<file path="src/rtl/id_fwd_stage.sv">
// id_fwd_stage: decode/operand stage of the 5-stage MIPS pipeline.
// Holds one instruction in a decode register and reads the regfile.
// Picks forwarded operands from NUM_FWD sources, applies the load-use
// interlock, resolves branches, and feeds a registered ID/EX slot.
//
// Handshake semantics (both ports): a transfer happens on a rising edge where
// valid & ready are both high. A producer holding valid keeps its payload
// stable until the transfer. ready never depends on the same port's valid.
// in_ready = decode register empty or its instruction leaves this cycle.
// The ID/EX slot keeps its contents while out_valid & !out_ready.
module id_fwd_stage #(
    parameter int DATA_W  = 32,
    parameter int RF_AW   = 5,
    parameter int NUM_FWD = 3,
    parameter int CNT_W   = 16
) (
    input  logic                                clk,
    input  logic                                rst,
    input  logic                                flush,
    input  logic                                in_valid,
    output logic                                in_ready,
    input  logic [DATA_W-1:0]                   in_pc,
    input  logic [31:0]                         in_inst,
    output logic [RF_AW-1:0]                    rf_raddr1,
    output logic [RF_AW-1:0]                    rf_raddr2,
    input  logic [DATA_W-1:0]                   rf_rdata1,
    input  logic [DATA_W-1:0]                   rf_rdata2,
    input  logic [NUM_FWD*(2+RF_AW+DATA_W)-1:0] fwd_bus,
    output logic                                out_valid,
    input  logic                                out_ready,
    output logic [DATA_W-1:0]                   out_pc,
    output logic [31:0]                         out_inst,
    output logic [DATA_W-1:0]                   out_src1,
    output logic [DATA_W-1:0]                   out_src2,
    output logic                                br_valid,
    output logic [DATA_W-1:0]                   br_addr,
    output logic                                stallreq,
    output logic [CNT_W-1:0]                    stall_cnt
);

    localparam int SRC_W = 2 + RF_AW + DATA_W;

    localparam logic [5:0] OP_RTYPE = 6'h00;
    localparam logic [5:0] OP_J     = 6'h02;
    localparam logic [5:0] OP_JAL   = 6'h03;
    localparam logic [5:0] OP_BEQ   = 6'h04;
    localparam logic [5:0] OP_BNE   = 6'h05;
    localparam logic [5:0] OP_LUI   = 6'h0F;
    localparam logic [5:0] OP_SB    = 6'h28;
    localparam logic [5:0] OP_SH    = 6'h29;
    localparam logic [5:0] OP_SW    = 6'h2B;
    localparam logic [5:0] FN_JR    = 6'h08;
    localparam logic [5:0] FN_JALR  = 6'h09;

    // State: decode register, ID/EX slot, interlock counter
    logic              d_valid_q, d_valid_d;
    logic [DATA_W-1:0] d_pc_q, d_pc_d;
    logic [31:0]       d_inst_q, d_inst_d;
    logic              out_valid_q, out_valid_d;
    logic [DATA_W-1:0] out_pc_q, out_pc_d;
    logic [31:0]       out_inst_q, out_inst_d;
    logic [DATA_W-1:0] out_src1_q, out_src1_d;
    logic [DATA_W-1:0] out_src2_q, out_src2_d;
    logic [CNT_W-1:0]  stall_cnt_q, stall_cnt_d;

    // Unpacked forwarding sources
    logic              fwd_we    [NUM_FWD];
    logic              fwd_pend  [NUM_FWD];
    logic [RF_AW-1:0]  fwd_waddr [NUM_FWD];
    logic [DATA_W-1:0] fwd_wdata [NUM_FWD];

    logic [5:0]        opcode;
    logic [5:0]        funct;
    logic [15:0]       imm;
    logic [25:0]       index;
    logic [RF_AW-1:0]  rs_addr;
    logic [RF_AW-1:0]  rt_addr;
    logic [DATA_W-1:0] src1, src2;
    logic              pend1, pend2;
    logic              rs_used, rt_used;
    logic              hazard;
    logic              d_fire;
    logic              in_load;
    logic              taken;
    logic [DATA_W-1:0] target;
    logic [DATA_W-1:0] pc4;
    logic [DATA_W-1:0] br_off;

    assign opcode  = d_inst_q[31:26];
    assign funct   = d_inst_q[5:0];
    assign imm     = d_inst_q[15:0];
    assign index   = d_inst_q[25:0];
    assign rs_addr = RF_AW'(d_inst_q[25:21]);
    assign rt_addr = RF_AW'(d_inst_q[20:16]);

    // Split the flat forwarding bus into per-source fields {we, pend, waddr, wdata}
    always_comb begin
        for (int i = 0; i < NUM_FWD; i++) begin
            fwd_wdata[i] = fwd_bus[i*SRC_W +: DATA_W];
            fwd_waddr[i] = fwd_bus[i*SRC_W + DATA_W +: RF_AW];
            fwd_pend[i]  = fwd_bus[i*SRC_W + DATA_W + RF_AW];
            fwd_we[i]    = fwd_bus[i*SRC_W + DATA_W + RF_AW + 1];
        end
    end

    // Operand select: r0 is zero, else lowest-index writing source, else regfile.
    // The winner's pend bit travels with the value so a shadowed pend is ignored.
    always_comb begin
        src1  = rf_rdata1;
        pend1 = 1'b0;
        src2  = rf_rdata2;
        pend2 = 1'b0;
        for (int i = NUM_FWD - 1; i >= 0; i--) begin
            if (fwd_we[i] && (fwd_waddr[i] == rs_addr)) begin
                src1  = fwd_wdata[i];
                pend1 = fwd_pend[i];
            end
            if (fwd_we[i] && (fwd_waddr[i] == rt_addr)) begin
                src2  = fwd_wdata[i];
                pend2 = fwd_pend[i];
            end
        end
        if (rs_addr == '0) begin
            src1  = '0;
            pend1 = 1'b0;
        end
        if (rt_addr == '0) begin
            src2  = '0;
            pend2 = 1'b0;
        end
    end

    // Register usage flags, interlock and handshake
    always_comb begin
        rs_used  = !((opcode == OP_J) || (opcode == OP_JAL) || (opcode == OP_LUI));
        rt_used  = (opcode == OP_RTYPE) || (opcode == OP_BEQ) || (opcode == OP_BNE) ||
                   (opcode == OP_SB) || (opcode == OP_SH) || (opcode == OP_SW);
        hazard   = d_valid_q && ((rs_used && pend1) || (rt_used && pend2));
        d_fire   = d_valid_q && !hazard && (!out_valid_q || out_ready);
        in_ready = !d_valid_q || d_fire;
        in_load  = in_valid && in_ready;
    end

    // Branch resolution with the forwarded operands; the delay slot is never killed
    always_comb begin
        pc4    = d_pc_q + {{(DATA_W-3){1'b0}}, 3'd4};
        br_off = {{(DATA_W-18){imm[15]}}, imm, 2'b00};
        taken  = 1'b0;
        target = '0;
        case (opcode)
            OP_BEQ: begin
                taken  = (src1 == src2);
                target = pc4 + br_off;
            end
            OP_BNE: begin
                taken  = (src1 != src2);
                target = pc4 + br_off;
            end
            OP_J, OP_JAL: begin
                taken         = 1'b1;
                target        = pc4;
                target[27:0]  = {index, 2'b00};
            end
            OP_RTYPE: begin
                if ((funct == FN_JR) || (funct == FN_JALR)) begin
                    taken  = 1'b1;
                    target = src1;
                end
            end
            default: begin
                taken  = 1'b0;
                target = '0;
            end
        endcase
        br_valid = d_fire && taken;
        br_addr  = br_valid ? target : '0;
    end

    // Next state: flush beats every load; the slot drains when EX takes it and nothing replaces it
    always_comb begin
        d_valid_d   = d_valid_q;
        d_pc_d      = d_pc_q;
        d_inst_d    = d_inst_q;
        out_valid_d = out_valid_q;
        out_pc_d    = out_pc_q;
        out_inst_d  = out_inst_q;
        out_src1_d  = out_src1_q;
        out_src2_d  = out_src2_q;
        stall_cnt_d = stall_cnt_q;

        if (flush) begin
            d_valid_d   = 1'b0;
            out_valid_d = 1'b0;
        end else begin
            if (in_load) begin
                d_valid_d = 1'b1;
                d_pc_d    = in_pc;
                d_inst_d  = in_inst;
            end else if (d_fire) begin
                d_valid_d = 1'b0;
            end

            if (d_fire) begin
                out_valid_d = 1'b1;
                out_pc_d    = d_pc_q;
                out_inst_d  = d_inst_q;
                out_src1_d  = src1;
                out_src2_d  = src2;
            end else if (out_ready && out_valid_q) begin
                out_valid_d = 1'b0;
            end
        end

        if (hazard && (stall_cnt_q != {CNT_W{1'b1}})) begin
            stall_cnt_d = stall_cnt_q + {{(CNT_W-1){1'b0}}, 1'b1};
        end
    end

    // State registers with asynchronous active-low reset
    always_ff @(posedge clk or negedge rst) begin
        if (!rst) begin
            d_valid_q   <= 1'b0;
            d_pc_q      <= '0;
            d_inst_q    <= '0;
            out_valid_q <= 1'b0;
            out_pc_q    <= '0;
            out_inst_q  <= '0;
            out_src1_q  <= '0;
            out_src2_q  <= '0;
            stall_cnt_q <= '0;
        end else begin
            d_valid_q   <= d_valid_d;
            d_pc_q      <= d_pc_d;
            d_inst_q    <= d_inst_d;
            out_valid_q <= out_valid_d;
            out_pc_q    <= out_pc_d;
            out_inst_q  <= out_inst_d;
            out_src1_q  <= out_src1_d;
            out_src2_q  <= out_src2_d;
            stall_cnt_q <= stall_cnt_d;
        end
    end

    assign rf_raddr1 = rs_addr;
    assign rf_raddr2 = rt_addr;
    assign stallreq  = hazard;
    assign out_valid = out_valid_q;
    assign out_pc    = out_pc_q;
    assign out_inst  = out_inst_q;
    assign out_src1  = out_src1_q;
    assign out_src2  = out_src2_q;
    assign stall_cnt = stall_cnt_q;

endmodule

</file>
<file path="config.mk">
export PLATFORM = sky130hd
export DESIGN_NAME = id_fwd_stage
export DESIGN_NICKNAME = d
export VERILOG_FILES = /design/src/rtl/id_fwd_stage.sv
export SDC_FILE = /design/constraint.sdc
export NUM_CORES = 1
export LEC_CHECK = 0
export CELL_PAD_IN_SITES_DETAIL_PLACEMENT = 1
export CELL_PAD_IN_SITES_GLOBAL_PLACEMENT = 1
export CORE_ASPECT_RATIO = 1.5
export CORE_MARGIN = 2
export CORE_UTILIZATION = 32
export DETAILED_ROUTE_END_ITERATION = 8
export GPL_TIMING_DRIVEN = 0
export PLACE_DENSITY = 0.86
export SETUP_SLACK_MARGIN = 0.3
export SLEW_MARGIN = 10
export SYNTH_ARGS = -nofsm -noshare
export SYNTH_HDL_FRONTEND = slang
export SYNTH_SLANG_ARGS = --single-unit
</file>
<file path="constraint.sdc">
create_clock -name clk -period 4.7 [get_ports clk]
set_clock_uncertainty 0.15 [all_clocks]
set_input_delay 0.94 -clock clk [delete_from_list [all_inputs] [get_ports clk]]
set_output_delay 0.94 -clock clk [all_outputs]
set_load 0.05 [all_outputs]
</file>
After elaboration in Yosys (flattened, before gate mapping) --
Cells that the tools add are included. W data, S select, Z words.
Word-level totals: flip-flop bits (word level) 210, output and inout port bits 190, word-level logic and storage cells 98, bits of input ports 250
Cells by class: bitwise operators 1, reduce and logical (&&, ||, !) cells 39, equal/unequal tests 19, mux-type cells 27, $add $sub $neg 3
Operators with widths (number):
- $mux W32 | 10
- $pmux W32 S3 | 1
- $add A32 B3 Y32 const B | 1
- $add A32 B32 Y32 | 1
- $eq A32 B32 Y1 | 1
- $ne A32 B32 Y1 | 1
- $eq A5 B5 Y1 | 6
- $eq A6 B4 Y1 const B | 3
- $eq A6 B6 Y1 const B | 3
- $add A16 B1 Y16 const B | 1
- $ne A16 B16 Y1 const B | 1
- $logic_and A1 B1 Y1 | 15
- $mux W1 | 15
- $eq A6 B2 Y1 const B | 2
- $eq A6 B3 Y1 const B | 2
- $logic_or A1 B1 Y1 | 11
- $logic_not A5 Y1 | 2
- $logic_not A6 Y1 | 1
- $reduce_bool A3 Y1 | 2
- $logic_not A1 Y1 | 4
- $pmux W1 S4 | 1
- $reduce_and A2 Y1 | 2
- $reduce_or A2 Y1 | 2
- $not A1 Y1 | 1

Logic depth before layout (Yosys ltp) --
depth in word-level cells 16, gate-level depth with buffers 17, gate-level depth less buffers 17

Least setup slack after synthesis --
OpenSTA, ideal clock, no wires.
path type input -> output, from input fwd_bus[111], to output br_addr[15], slack -0.510 ns, stages 12, arrival time 4.120 ns, cells stage by stage xor2_1 nor3_2 clkbuf_1 a21boi_0 o311a_1 o211a_1 nor4b_1 nand4b_1 nor4_2 mux2i_1 o21bai_4 a21oi_1
Between the ends: longest elaborated chain between the ends 14
Ends and longest elaborated chain:
- start: declaration | line 28 | input logic [NUM_FWD*(2+RF_AW+DATA_W)-1:0] fwd_bus,
- parallel branches: the longest is 13 deep, another holds $mux W32
- $mux W32 * | line 176 | br_addr = br_valid ? target : '0;
- end: declaration | line 36 | output logic [DATA_W-1:0] br_addr,
Every way passes the cells marked *.

Final worst setup path --
from register d_inst_q[22], to output br_addr[17]
Between the ends: longest elaborated chain between the ends 14
Ends and longest elaborated chain:
- start: declaration | line 58 | logic [31:0] d_inst_q, d_inst_d;
- start signal: assignment | line 234 | d_inst_q <= d_inst_d;
- parallel branches: the longest is 13 deep, another holds $mux W32
- $mux W32 * | line 176
Marks and branches as above.

==> impl_metrics.tcl <==
set metrics [dict create \
    status "complete, but fails checks" \
    violations "negative setup slack" \
    critPathLaunchType "register" \
    synth_fa_ha_area_frac 0.0325 \
    critPathCaptureType "primary output" \
    p_sw_mw 4.73 \
    finalMaxSlewViolations 0 \
    finalSetupViolCount 34 \
    setup_tns_ns -41.72 \
    synth-compound-area-share 0.196 \
    numPortBuffers 439 \
    synth_flop_cell "dfrtp_1" \
    reg2reg_from "d_inst_q[18]" \
    ys.warnings.count 0 \
    vias 15800 \
    clk_latency_ns 0.54 \
    clkPwrFrac 0.168 \
    max_clock_freq_mhz 166 \
    rsz0062_at_grt "true" \
    layout.cells.non_filler 2718 \
    die_w_um 178 \
    h-tree-depth 1 \
    ys_types 73 \
    netlist_area_um2 14500 \
    rrSetupSlack_ns 0.16 \
    irDropWorstVdd_uv 400 \
    coreArea_um2 44700 \
    synth_top_family_by_area "simple AND/OR/NAND/NOR gates" \
    yosysSeqAreaShare 0.363 \
    cts_sinks 210 \
    grt_pass1_vias 17000 \
    grt_max_degree 109 \
    leakage_nw 9.40 \
    dr.pass1.iters 5 \
    critPathKind "reg2out" \
    viasPerCell 5.81 \
    avgSynthCellArea_um2 9.26 \
    synth_edf_count 0 \
    synthXorXnorAreaFrac 0.0563 \
    cp_data_arrival_time_ns 4.94 \
    clk_pin_slew_worst_paths_ns 0.07 \
    required_ns 3.61 \
    maxCapViolCount 0 \
    syn_nets 1851 \
    p_comb_frac 0.562 \
    final.min_clock_period_ns 6.03 \
    dp_hpwl_mm 60.3 \
    setup_ws_ns -1.33 \
    io_pins 440 \
    hold_path.class "in2async" \
    rr_worst_depth 23 \
    relSlewSlack 0.288 \
    place_congestion 0.955 \
    worst_pin_slew_ns 1.06 \
    finalHoldViolations 0 \
    powerDensity_nw_per_um2 443 \
    drt-initial-drc-count 968 \
    synth_seq_cells 210 \
    power_frac_seq 0.269 \
    die_area_um2 47000 \
    async_flop_share 1.00 \
    cts_buffers 21 \
    die_h_um 265 \
    syn-instance-count 1564 \
    p_int_mw 5.47 \
    final_antenna_net_count 0 \
    synth_mux_area_frac 0.108 \
    p_sw_frac 0.463 \
    routedWlPerCell_um 29.4 \
    synthSimpleGateAreaFrac 0.197 \
    cp_max_fo 10 \
    grt_antenna_before_repair 9 \
    grt_overflow 0 \
    fin_nets 2402 \
    wl_mm 80.0 \
    drcViolationCount 0 \
    drive_gt1_frac 0.252 \
    numPlacedInstances 2587 \
    r2r-end "d_inst_q[16]" \
    fin_crit_sh 1.28 \
    cts_tree "built" \
    start_util 0.324 \
    grt_first_pass_wirelength_mm 111 \
    ctsHoldBuffers 0 \
    rows 95 \
    cts-root-buf "clkbuf_16" \
    grt_usage 0.320 \
    clk_path_buf_depth 3 \
    area_growth_pct 59.0 \
]
## worst max-delay path, stage by stage, from the launching register on
cell and delay [ns]:
dfrtp_1 0.40, buf_4 0.22, or4_4 0.57, nor2_4 0.15, o21bai_4 0.14, buf_12 0.14, buf_6 0.17, a311oi_4 0.08
o211a_1 0.28, nor4b_4 0.38, nand4_1 0.21, nor4_4 0.53, mux2i_2 0.33, o21bai_4 0.13, buf_12 0.16, buf_12 0.14
a21oi_4 0.17, buf_6 0.19
## how the worst max path moves through the flow
stage	startpoint	cells after the start	end
2_1_floorplan	fwd_bus[71]	14	br_addr[17]
3_3_place_gp	rst	1	d_pc_q[22]
3_5_place_dp	fwd_bus[74]	15	br_addr[17]
4_1_cts	d_inst_q[17]	17	br_addr[17]
5_1_grt	d_pc_q[5]	16	br_addr[31]
6_report	d_inst_q[22]	17	br_addr[17]
## timing repair
action | in CTS | in global routing
cloned | 4 | 1
endpoints found under the setup margin | 228 | 113
resized for setup | 487 | 223
setup buffers | 58 | 24
pin swaps | 57 | 47
## cell usage after synthesis (30+ instances only)
cell / count / area [um2]
ha_1: 36 / 450
o21ai_0: 59 / 295
buf_2: 51 / 255
a21boi_0: 30 / 225
and3_1: 42 / 263
a21oi_1: 67 / 335
mux2_2: 134 / 1510
a211oi_1: 31 / 233
a31oi_1: 35 / 219
and2_1: 35 / 219
xnor2_1: 70 / 613
nand2_1: 101 / 379
nor2_1: 139 / 522
nor3_1: 49 / 245
clkbuf_1: 47 / 176
dfrtp_1: 210 / 5260
nand3_1: 66 / 330
a311o_1: 32 / 320
## flip-flops by register name, indices dropped and copies added, names as in the netlist
register / cells
d_inst_q: 32
d_pc_q: 32
d_valid_q: 1
out_inst: 32
out_pc: 32
out_src1: 32
out_src2: 32
out_valid: 1
stall_cnt: 16
## power groups by stage
stage / combinational, mW / sequential (mW) / clock (mW)
after floorplan: 1.88 / 3.93 / 0
after global placement: 4.98 / 2.70 / 0
after detailed placement: 5.10 / 2.74 / 0
after CTS: 5.43 / 2.72 / 1.75
after global routing: 5.97 / 2.80 / 1.81
final: 5.74 / 2.75 / 1.72
## area by class of cell
cell class              instances  area [um2]
inverters                      17        68.8
fillers                      4905       21700
clock inverters                 9        85.1
plain buffers                 119        1180
flip-flops and latches        210        5260
clock buffers                  26         574
repair buffers                528        5500
well taps                     582         728
multi-input cells            1218        9610
diodes                          9        22.5
## layout by cell type (no fill, tap or decap), drive strengths merged, types with 35 or more instances in the layout
master           n
a21oi           76
a31oi           35
and2            35
and3            42
buf            202
clkbuf          74
clkdlybuf4s50  385
dfrtp          210
ha              36
mux2           135
nand2          101
nand3           66
nor2           161
nor3            50
o21ai           59
xnor2           70
## cell families after synthesis
family / count (synthesis)
adder cells (fa/ha/maj): 37
multiplexers: 140
XOR/XNOR: 93
flip-flops: 210
buffers and inverters: 136
AND/OR/NAND/NOR: 558
AO/OA/AOI/OAI: 390
## stage by stage
stage | setup slack (ns) | util | power [mW] | instance area (um2) | hold slack [ns]
global route | -1.49 | 0.515 | 10.6 | 23000 | 0.0395
floorplan | -0.156 | - | 5.81 | 14700 | 0.346
detailed placement | -3.36 | 0.445 | 7.84 | 19900 | 0.340
finish | -1.33 | 0.515 | 10.2 | 23000 | 0.0513
global placement | -6.43 | 0.444 | 7.68 | 19800 | 0.331
CTS | -1.27 | 0.494 | 9.90 | 22100 | 0.0272
## per-layer routing
| layer | global-route usage | wire [um] | up-vias |
|---|---|---|---|
| met5 | 0 | 0 | - |
| met4 | 0.217 | 7060 | 0 |
| met3 | 0.0564 | 4650 | 263 |
| met2 | 0.594 | 41800 | 708 |
| met1 | 0.319 | 26500 | 7948 |
| li1 | - | - | 6867 |
No activity file was read; power rests on OpenSTA's default activity.
